==> src/rtl/axi4_burst_controller.sv <==
// axi4_burst_controller
// Moves one cache line per request as a single AXI4 INCR burst of BEATS beats,
// either as a write-back (AW/W/B) or a refill (AR/R). Reports SLVERR/DECERR
// responses and R-channel last-beat mismatches through o_axi_err alongside a
// one-cycle o_axi_ack completion pulse.
//
// Ports:
//   i_clk, i_reset (async, active-low)
//   i_start_read / i_start_write : request strobes, sampled only in IDLE
//   i_req_addr                   : line address (low offset bits ignored)
//   i_wline / o_rline            : write-back / refill line, beat 0 at LSBs
//   o_axi_ack, o_axi_err         : completion pulse and error flag
//   AW/W/B, AR/R                 : AXI4 master channels (size/burst tied off outside)
//
// Build option: define AXI4_BURST_OVERLAP_EN to issue AW and W concurrently.
module axi4_burst_controller #(
    parameter int unsigned ADDR_W = 32,
    parameter int unsigned DATA_W = 32,
    parameter int unsigned BEATS  = 4
) (
    input  logic                    i_clk,
    input  logic                    i_reset,
    input  logic                    i_start_read,
    input  logic                    i_start_write,
    input  logic [ADDR_W-1:0]       i_req_addr,
    input  logic [BEATS*DATA_W-1:0] i_wline,
    output logic [BEATS*DATA_W-1:0] o_rline,
    output logic                    o_axi_ack,
    output logic                    o_axi_err,
    output logic                    o_aw_valid,
    input  logic                    i_aw_ready,
    output logic [ADDR_W-1:0]       o_aw_addr,
    output logic [7:0]              o_aw_len,
    output logic                    o_w_valid,
    input  logic                    i_w_ready,
    output logic [DATA_W-1:0]       o_w_data,
    output logic                    o_w_last,
    input  logic                    i_b_valid,
    output logic                    o_b_ready,
    input  logic [1:0]              i_b_resp,
    output logic                    o_ar_valid,
    input  logic                    i_ar_ready,
    output logic [ADDR_W-1:0]       o_ar_addr,
    output logic [7:0]              o_ar_len,
    input  logic                    i_r_valid,
    output logic                    o_r_ready,
    input  logic [DATA_W-1:0]       i_r_data,
    input  logic [1:0]              i_r_resp,
    input  logic                    i_r_last
);

    localparam int unsigned LINE_W = BEATS * DATA_W;
    localparam int unsigned CNT_W  = (BEATS > 1) ? $clog2(BEATS) : 1;
    localparam int unsigned OFF_W  = $clog2(BEATS * DATA_W / 8);
    localparam logic [ADDR_W-1:0] ADDR_MASK = {ADDR_W{1'b1}} << OFF_W;
    localparam logic [CNT_W-1:0]  LAST_BEAT = CNT_W'(BEATS - 1);

    typedef enum logic [2:0] {
        S_IDLE, S_WADDR, S_WDATA, S_BRESP, S_RADDR, S_RDATA
    } state_t;

    state_t              r_state, w_state_nxt;
    logic [CNT_W-1:0]    r_cnt, w_cnt_nxt, w_cnt_inc;
    logic                r_err, w_err_nxt;
    logic [ADDR_W-1:0]   r_addr, w_addr_nxt;
    logic [LINE_W-1:0]   r_wline, w_wline_nxt;
    logic [LINE_W-1:0]   r_rline, w_rline_nxt;
    logic                r_ack, w_ack_nxt;
    logic                r_axi_err, w_axi_err_nxt;
    logic                r_aw_valid, w_aw_valid_nxt;
    logic                r_w_valid, w_w_valid_nxt;
    logic [DATA_W-1:0]   r_w_data, w_w_data_nxt;
    logic                r_w_last, w_w_last_nxt;
    logic                r_b_ready, r_ar_valid, r_r_ready;
`ifdef AXI4_BURST_OVERLAP_EN
    logic                r_aw_done, w_aw_done_nxt;
    logic                r_w_done, w_w_done_nxt;
`endif

    logic w_aw_hs, w_w_hs, w_b_hs, w_ar_hs, w_r_hs;
    logic w_cnt_last, w_b_err, w_r_err;

    assign w_aw_hs = r_aw_valid & i_aw_ready;
    assign w_w_hs  = r_w_valid  & i_w_ready;
    assign w_b_hs  = r_b_ready  & i_b_valid;
    assign w_ar_hs = r_ar_valid & i_ar_ready;
    assign w_r_hs  = r_r_ready  & i_r_valid;

    // Beat counter wraps to zero on the final beat (no-op when BEATS == 1).
    assign w_cnt_last = (r_cnt == LAST_BEAT);
    assign w_cnt_inc  = w_cnt_last ? '0 : CNT_W'(r_cnt + 1'b1);

    assign w_b_err = (i_b_resp == 2'b10) || (i_b_resp == 2'b11);
    // R beat is in error on SLVERR/DECERR or when r_last disagrees with the beat count.
    assign w_r_err = (i_r_resp == 2'b10) || (i_r_resp == 2'b11) || (i_r_last != w_cnt_last);

    // Next-state, datapath and registered-output decode.
    always_comb begin
        w_state_nxt   = r_state;
        w_cnt_nxt     = r_cnt;
        w_err_nxt     = r_err;
        w_addr_nxt    = r_addr;
        w_wline_nxt   = r_wline;
        w_rline_nxt   = r_rline;
        w_ack_nxt     = 1'b0;
        w_axi_err_nxt = 1'b0;
`ifdef AXI4_BURST_OVERLAP_EN
        w_aw_done_nxt = r_aw_done;
        w_w_done_nxt  = r_w_done;
`endif
        case (r_state)
            S_IDLE: begin
                if (i_start_read) begin
                    w_addr_nxt  = i_req_addr & ADDR_MASK;
                    w_cnt_nxt   = '0;
                    w_state_nxt = S_RADDR;
                end else if (i_start_write) begin
                    w_addr_nxt  = i_req_addr & ADDR_MASK;
                    w_wline_nxt = i_wline;
                    w_cnt_nxt   = '0;
                    w_state_nxt = S_WADDR;
`ifdef AXI4_BURST_OVERLAP_EN
                    w_aw_done_nxt = 1'b0;
                    w_w_done_nxt  = 1'b0;
`endif
                end
            end
            S_WADDR: begin
`ifdef AXI4_BURST_OVERLAP_EN
                // AW and W run side by side; each done flag retires its channel.
                if (w_aw_hs) w_aw_done_nxt = 1'b1;
                if (w_w_hs) begin
                    w_cnt_nxt = w_cnt_inc;
                    if (w_cnt_last) w_w_done_nxt = 1'b1;
                end
                if (w_aw_done_nxt && w_w_done_nxt) w_state_nxt = S_BRESP;
`else
                if (w_aw_hs) begin
                    w_cnt_nxt   = '0;
                    w_state_nxt = S_WDATA;
                end
`endif
            end
            S_WDATA: begin
                if (w_w_hs) begin
                    w_cnt_nxt = w_cnt_inc;
                    if (w_cnt_last) w_state_nxt = S_BRESP;
                end
            end
            S_BRESP: begin
                if (w_b_hs) begin
                    w_ack_nxt     = 1'b1;
                    w_axi_err_nxt = r_err | w_b_err;
                    w_err_nxt     = 1'b0;
                    w_state_nxt   = S_IDLE;
                end
            end
            S_RADDR: begin
                if (w_ar_hs) begin
                    w_cnt_nxt   = '0;
                    w_state_nxt = S_RDATA;
                end
            end
            S_RDATA: begin
                if (w_r_hs) begin
                    w_rline_nxt[int'(r_cnt) * DATA_W +: DATA_W] = i_r_data;
                    w_cnt_nxt = w_cnt_inc;
                    w_err_nxt = r_err | w_r_err;
                    // Read always ends after BEATS beats, whatever r_last says.
                    if (w_cnt_last) begin
                        w_ack_nxt     = 1'b1;
                        w_axi_err_nxt = r_err | w_r_err;
                        w_err_nxt     = 1'b0;
                        w_state_nxt   = S_IDLE;
                    end
                end
            end
            default: w_state_nxt = S_IDLE;
        endcase

`ifdef AXI4_BURST_OVERLAP_EN
        w_aw_valid_nxt = (w_state_nxt == S_WADDR) && !w_aw_done_nxt;
        w_w_valid_nxt  = (w_state_nxt == S_WADDR) && !w_w_done_nxt;
`else
        w_aw_valid_nxt = (w_state_nxt == S_WADDR);
        w_w_valid_nxt  = (w_state_nxt == S_WDATA);
`endif
        w_w_data_nxt = w_wline_nxt[int'(w_cnt_nxt) * DATA_W +: DATA_W];
        w_w_last_nxt = w_w_valid_nxt && (w_cnt_nxt == LAST_BEAT);
    end

    // State, datapath and output registers.
    always_ff @(posedge i_clk or negedge i_reset) begin
        if (!i_reset) begin
            r_state    <= S_IDLE;
            r_cnt      <= '0;
            r_err      <= 1'b0;
            r_addr     <= '0;
            r_wline    <= '0;
            r_rline    <= '0;
            r_ack      <= 1'b0;
            r_axi_err  <= 1'b0;
            r_aw_valid <= 1'b0;
            r_w_valid  <= 1'b0;
            r_w_data   <= '0;
            r_w_last   <= 1'b0;
            r_b_ready  <= 1'b0;
            r_ar_valid <= 1'b0;
            r_r_ready  <= 1'b0;
`ifdef AXI4_BURST_OVERLAP_EN
            r_aw_done  <= 1'b0;
            r_w_done   <= 1'b0;
`endif
        end else begin
            r_state    <= w_state_nxt;
            r_cnt      <= w_cnt_nxt;
            r_err      <= w_err_nxt;
            r_addr     <= w_addr_nxt;
            r_wline    <= w_wline_nxt;
            r_rline    <= w_rline_nxt;
            r_ack      <= w_ack_nxt;
            r_axi_err  <= w_axi_err_nxt;
            r_aw_valid <= w_aw_valid_nxt;
            r_w_valid  <= w_w_valid_nxt;
            r_w_data   <= w_w_data_nxt;
            r_w_last   <= w_w_last_nxt;
            r_b_ready  <= (w_state_nxt == S_BRESP);
            r_ar_valid <= (w_state_nxt == S_RADDR);
            r_r_ready  <= (w_state_nxt == S_RDATA);
`ifdef AXI4_BURST_OVERLAP_EN
            r_aw_done  <= w_aw_done_nxt;
            r_w_done   <= w_w_done_nxt;
`endif
        end
    end

    assign o_rline    = r_rline;
    assign o_axi_ack  = r_ack;
    assign o_axi_err  = r_axi_err;
    assign o_aw_valid = r_aw_valid;
    assign o_aw_addr  = r_addr;
    assign o_aw_len   = 8'(BEATS - 1);
    assign o_w_valid  = r_w_valid;
    assign o_w_data   = r_w_data;
    assign o_w_last   = r_w_last;
    assign o_b_ready  = r_b_ready;
    assign o_ar_valid = r_ar_valid;
    assign o_ar_addr  = r_addr;
    assign o_ar_len   = 8'(BEATS - 1);
    assign o_r_ready  = r_r_ready;

endmodule

==> config.mk <==
export PLATFORM = sky130hd
export DESIGN_NAME = axi4_burst_controller
export DESIGN_NICKNAME = d
export VERILOG_FILES = /design/src/rtl/axi4_burst_controller.sv
export SDC_FILE = /design/constraint.sdc
export NUM_CORES = 1
export LEC_CHECK = 0
export CAP_MARGIN = 20
export CORE_ASPECT_RATIO = 0.5
export CORE_UTILIZATION = 25
export CTS_BUF_LIST = sky130_fd_sc_hd__clkbuf_8
export DETAILED_ROUTE_END_ITERATION = 8
export SYNTH_ARGS = -nofsm -noshare
export SYNTH_HDL_FRONTEND = slang
export SYNTH_SLANG_ARGS = --single-unit
==> constraint.sdc <==
create_clock -name i_clk -period 2.9 [get_ports i_clk]
set_input_delay 0.29 -clock i_clk [delete_from_list [all_inputs] [get_ports i_clk]]
set_output_delay 0.29 -clock i_clk [all_outputs]
set_load 0.01 [all_outputs]
==> run summary <==
status: finished with violations
violated checks: DRC
flops & latches, synth: 330
Finish-stage setup viols: 0
GR Util All Layers: 16.4%
total CTS buffers: 54
deepest clock path buffer count: 3
Worst Hold Class: primary input to async pin
total grt overflow: 0
clock sink count: 330
Tightest Pin Transition: 757 ps
cell chain of the critical path: or3_4 -> nor2_4 -> buf_12 -> mux2_2 -> o32ai_1 -> mux2i_1
Post-Syn Area: 0.0145 mm^2
GP Congestion: 0.833
wirelength, routed: 49.6 mm
die width: 342 um
Max Slew Vio Count: 0
largest net degree at the start of global routing: 67
TritonCTS clock tree: done
dpl hpwl: 34.4 mm
Slew headroom: 49.5%
number of H-tree levels: 2
DR vias/cell: 4.51
ys flop type: dfrtp_1
first-pass GRT wire length: 73.4 mm
number of flops mapped to enable cells by yosys: 0
Critical Path Start Type: flop
sequential share of the synthesized area: 57.1%
setup ws final: 308 ps
die height: 172 um
# Post-CTS Setup Buffers: 0
root buffer cell: clkbuf_8
Net count, final: 1989
cell row count: 61
Pwr per Cell Area: 909 mW/mm^2
RSZ-0062 raised after global routing: false
Period Utilization, post-route: 89.4%
Hold Fails Final Rpt: 0
Synth Warn #: 0
critical-path maximum fanout: 19
Starting Density: 25.7%
IO Port Bufs: 423
Final min period: 2590 ps
Hold Slack: 192 ps
worst skew pair latency: 610 ps
total core area: 0.0563 mm^2
Setup CP Type: flop to flop
router iterations before antenna repair: 7
Synth cell types: 44
clock-pin slew on the worst setup and hold paths: 70 ps
Fmax: 386 MHz
Area Growth Syn to Fin: 41.2%
Worst EP required: 3360 ps
CP max stage cell: dfrtp_1
worst slack, placed: 322 ps
post-CTS sizing: 0
maximum VDD drop: 0.409 mV
DRT iter0 DRCs: 841
Worst EP arrival: 3050 ps
Cells after Synth: 1394
share of cells above drive strength 1: 12.3%
setup TNS: 0 ps
Boundary Pins: 454
die area: 0.0588 mm^2
Fin Clk Skew: 16.3 ps
initial antenna violation count: 7
vias in the first global route: 11700
Crit. End Element: flop
Mean Syn Cell Area: 10.4 um^2
ANT nets after route: 0
Crit path largest cell delay: 520 ps
Post-synth ARST share: 100%
WL/cell: 19.2 um
Pleak: 8.66 nW
Max-Cap Viols: 0
DRC: 8
Vias: 11600
-- cells in the mapped netlist, types with 2 or more instances --
cell type,n,area (um^2)
nor3_1,2,10.0
and3b_1,4,35.0
a21oi_1,4,20.0
dfrtp_1,330,8260
nor2b_1,2,12.5
buf_1,6,22.5
o22ai_1,2,12.5
ha_1,6,75.1
mux2i_1,32,320
clkbuf_1,72,270
nand3b_1,2,15.0
buf_4,57,428
mux2_1,7,78.8
a221o_1,2,20.0
nand2_1,331,1240
a22oi_1,2,15.0
nor2_2,2,12.5
buf_2,10,50.1
buf_6,12,135
mux2_2,85,957
conb_1,2,7.51
nor2_1,5,18.8
nor3b_1,4,30.0
o32ai_1,65,569
o21ai_0,195,976
inv_1,6,22.5
nand3_1,130,651
-- final cells by class --
cell class | count | area, um^2
multi-input cells | 923 | 5410
inverters | 6 | 22.5
clock buffers | 68 | 936
fillers | 5626 | 35900
flip-flops and latches | 330 | 8260
clock inverters | 27 | 160
well taps | 756 | 946
repair buffers | 462 | 4670
diodes | 8 | 20.0
-- critical path, delay by kind of cell (launching register included) --
kind	cells	cell delay (ps)
simple gates	2	710
flops	1	520
mux	2	510
compound gates	1	490
buf+inv	1	210
-- metrics by stage --
| step | total power [mW] | instance area [um^2] | std cells | utilization [%] |
|---|---|---|---|---|
| final | 18.6 | 20400 | 2580 | 36.3 |
| after global routing | 19.7 | 20400 | 2579 | 36.2 |
| after CTS | 18.7 | 20400 | 2572 | 36.2 |
| after detailed placement | 14.5 | 19300 | 2476 | 34.3 |
| after global placement | 14.4 | 19300 | 2476 | 34.3 |
| after floorplan | 11.2 | 14500 | 1416 | - |
-- sequential cells by signal, indices dropped and copies added, names as in the netlist, 2 cells and up --
| register | cells |
|---|---|
| o_rline | 128 |
| r_wline | 128 |
| o_w_data | 32 |
| o_ar_addr | 28 |
| r_state | 3 |
| r_cnt | 2 |
-- per-layer routing --
metal	global-route usage, %	vias to the layer above	part of all wire (%)
li1	-	5561	-
met1	19.4	5716	40
met2	29.0	231	53
met3	2.46	115	3.3
met4	8.21	0	4.4
met5	0	-	0
-- cell families after synthesis --
group	share of synthesized area [%]
multiplexers	9.38
other	0.0519
adder cells (fa/ha/maj)	0.519
AND/OR/NAND/NOR	14.7
buffers and inverters	6.42
flip-flops	57.1
AO/OA/AOI/OAI	11.8
-- cell usage in the layout (no fill, tap or decap), types with 5 or more instances in the layout --
cell type | synthesis | layout
mux2_2 | 85 | 85
clkbuf_8 | 0 | 68
nand2_1 | 331 | 327
o21ai_0 | 195 | 195
buf_4 | 57 | 27
conb_1 | 2 | 24
mux2_1 | 7 | 7
nor2_1 | 5 | 5
diode_2 | 0 | 8
o32ai_1 | 65 | 65
clkdlybuf4s50_1 | 0 | 422
mux2i_1 | 32 | 32
ha_1 | 6 | 6
inv_1 | 6 | 28
buf_12 | 0 | 11
nand3_1 | 130 | 130
dfrtp_1 | 330 | 330
-- power breakdown --
part | internal (mW) | leakage, nW | switching [mW]
sequential | 6.14 | 4.24 | 0.681
combinational | 3.64 | 3.78 | 3.94
clock | 2.27 | 0.642 | 1.90
total | 12.0 | 8.66 | 6.52
-- worst paths after layout --
kind | startpoint | to | slack [ps] | cells past startpoint
max reg2reg | r_state[2] | o_w_data[13] | 310 | 6
max in group asynchronous | i_reset | r_wline[104] | 1820 | 3
min | i_reset | o_rline[16] | 190 | 2
min reg2reg | o_rline[92] | o_rline[92] | 480 | 2
min in group i_clk | i_wline[46] | r_wline[46] | 260 | 3
max | r_state[2] | o_w_data[13] | 310 | 6
-- what timing repair did --
| item | CTS | global route |
|---|---|---|
| endpoints found under the setup margin | 0 | 0 |
| endpoints found under the hold margin | 54 | 0 |
| hold buffers | 1 | 0 |
(Power assumes the default switching activity.)
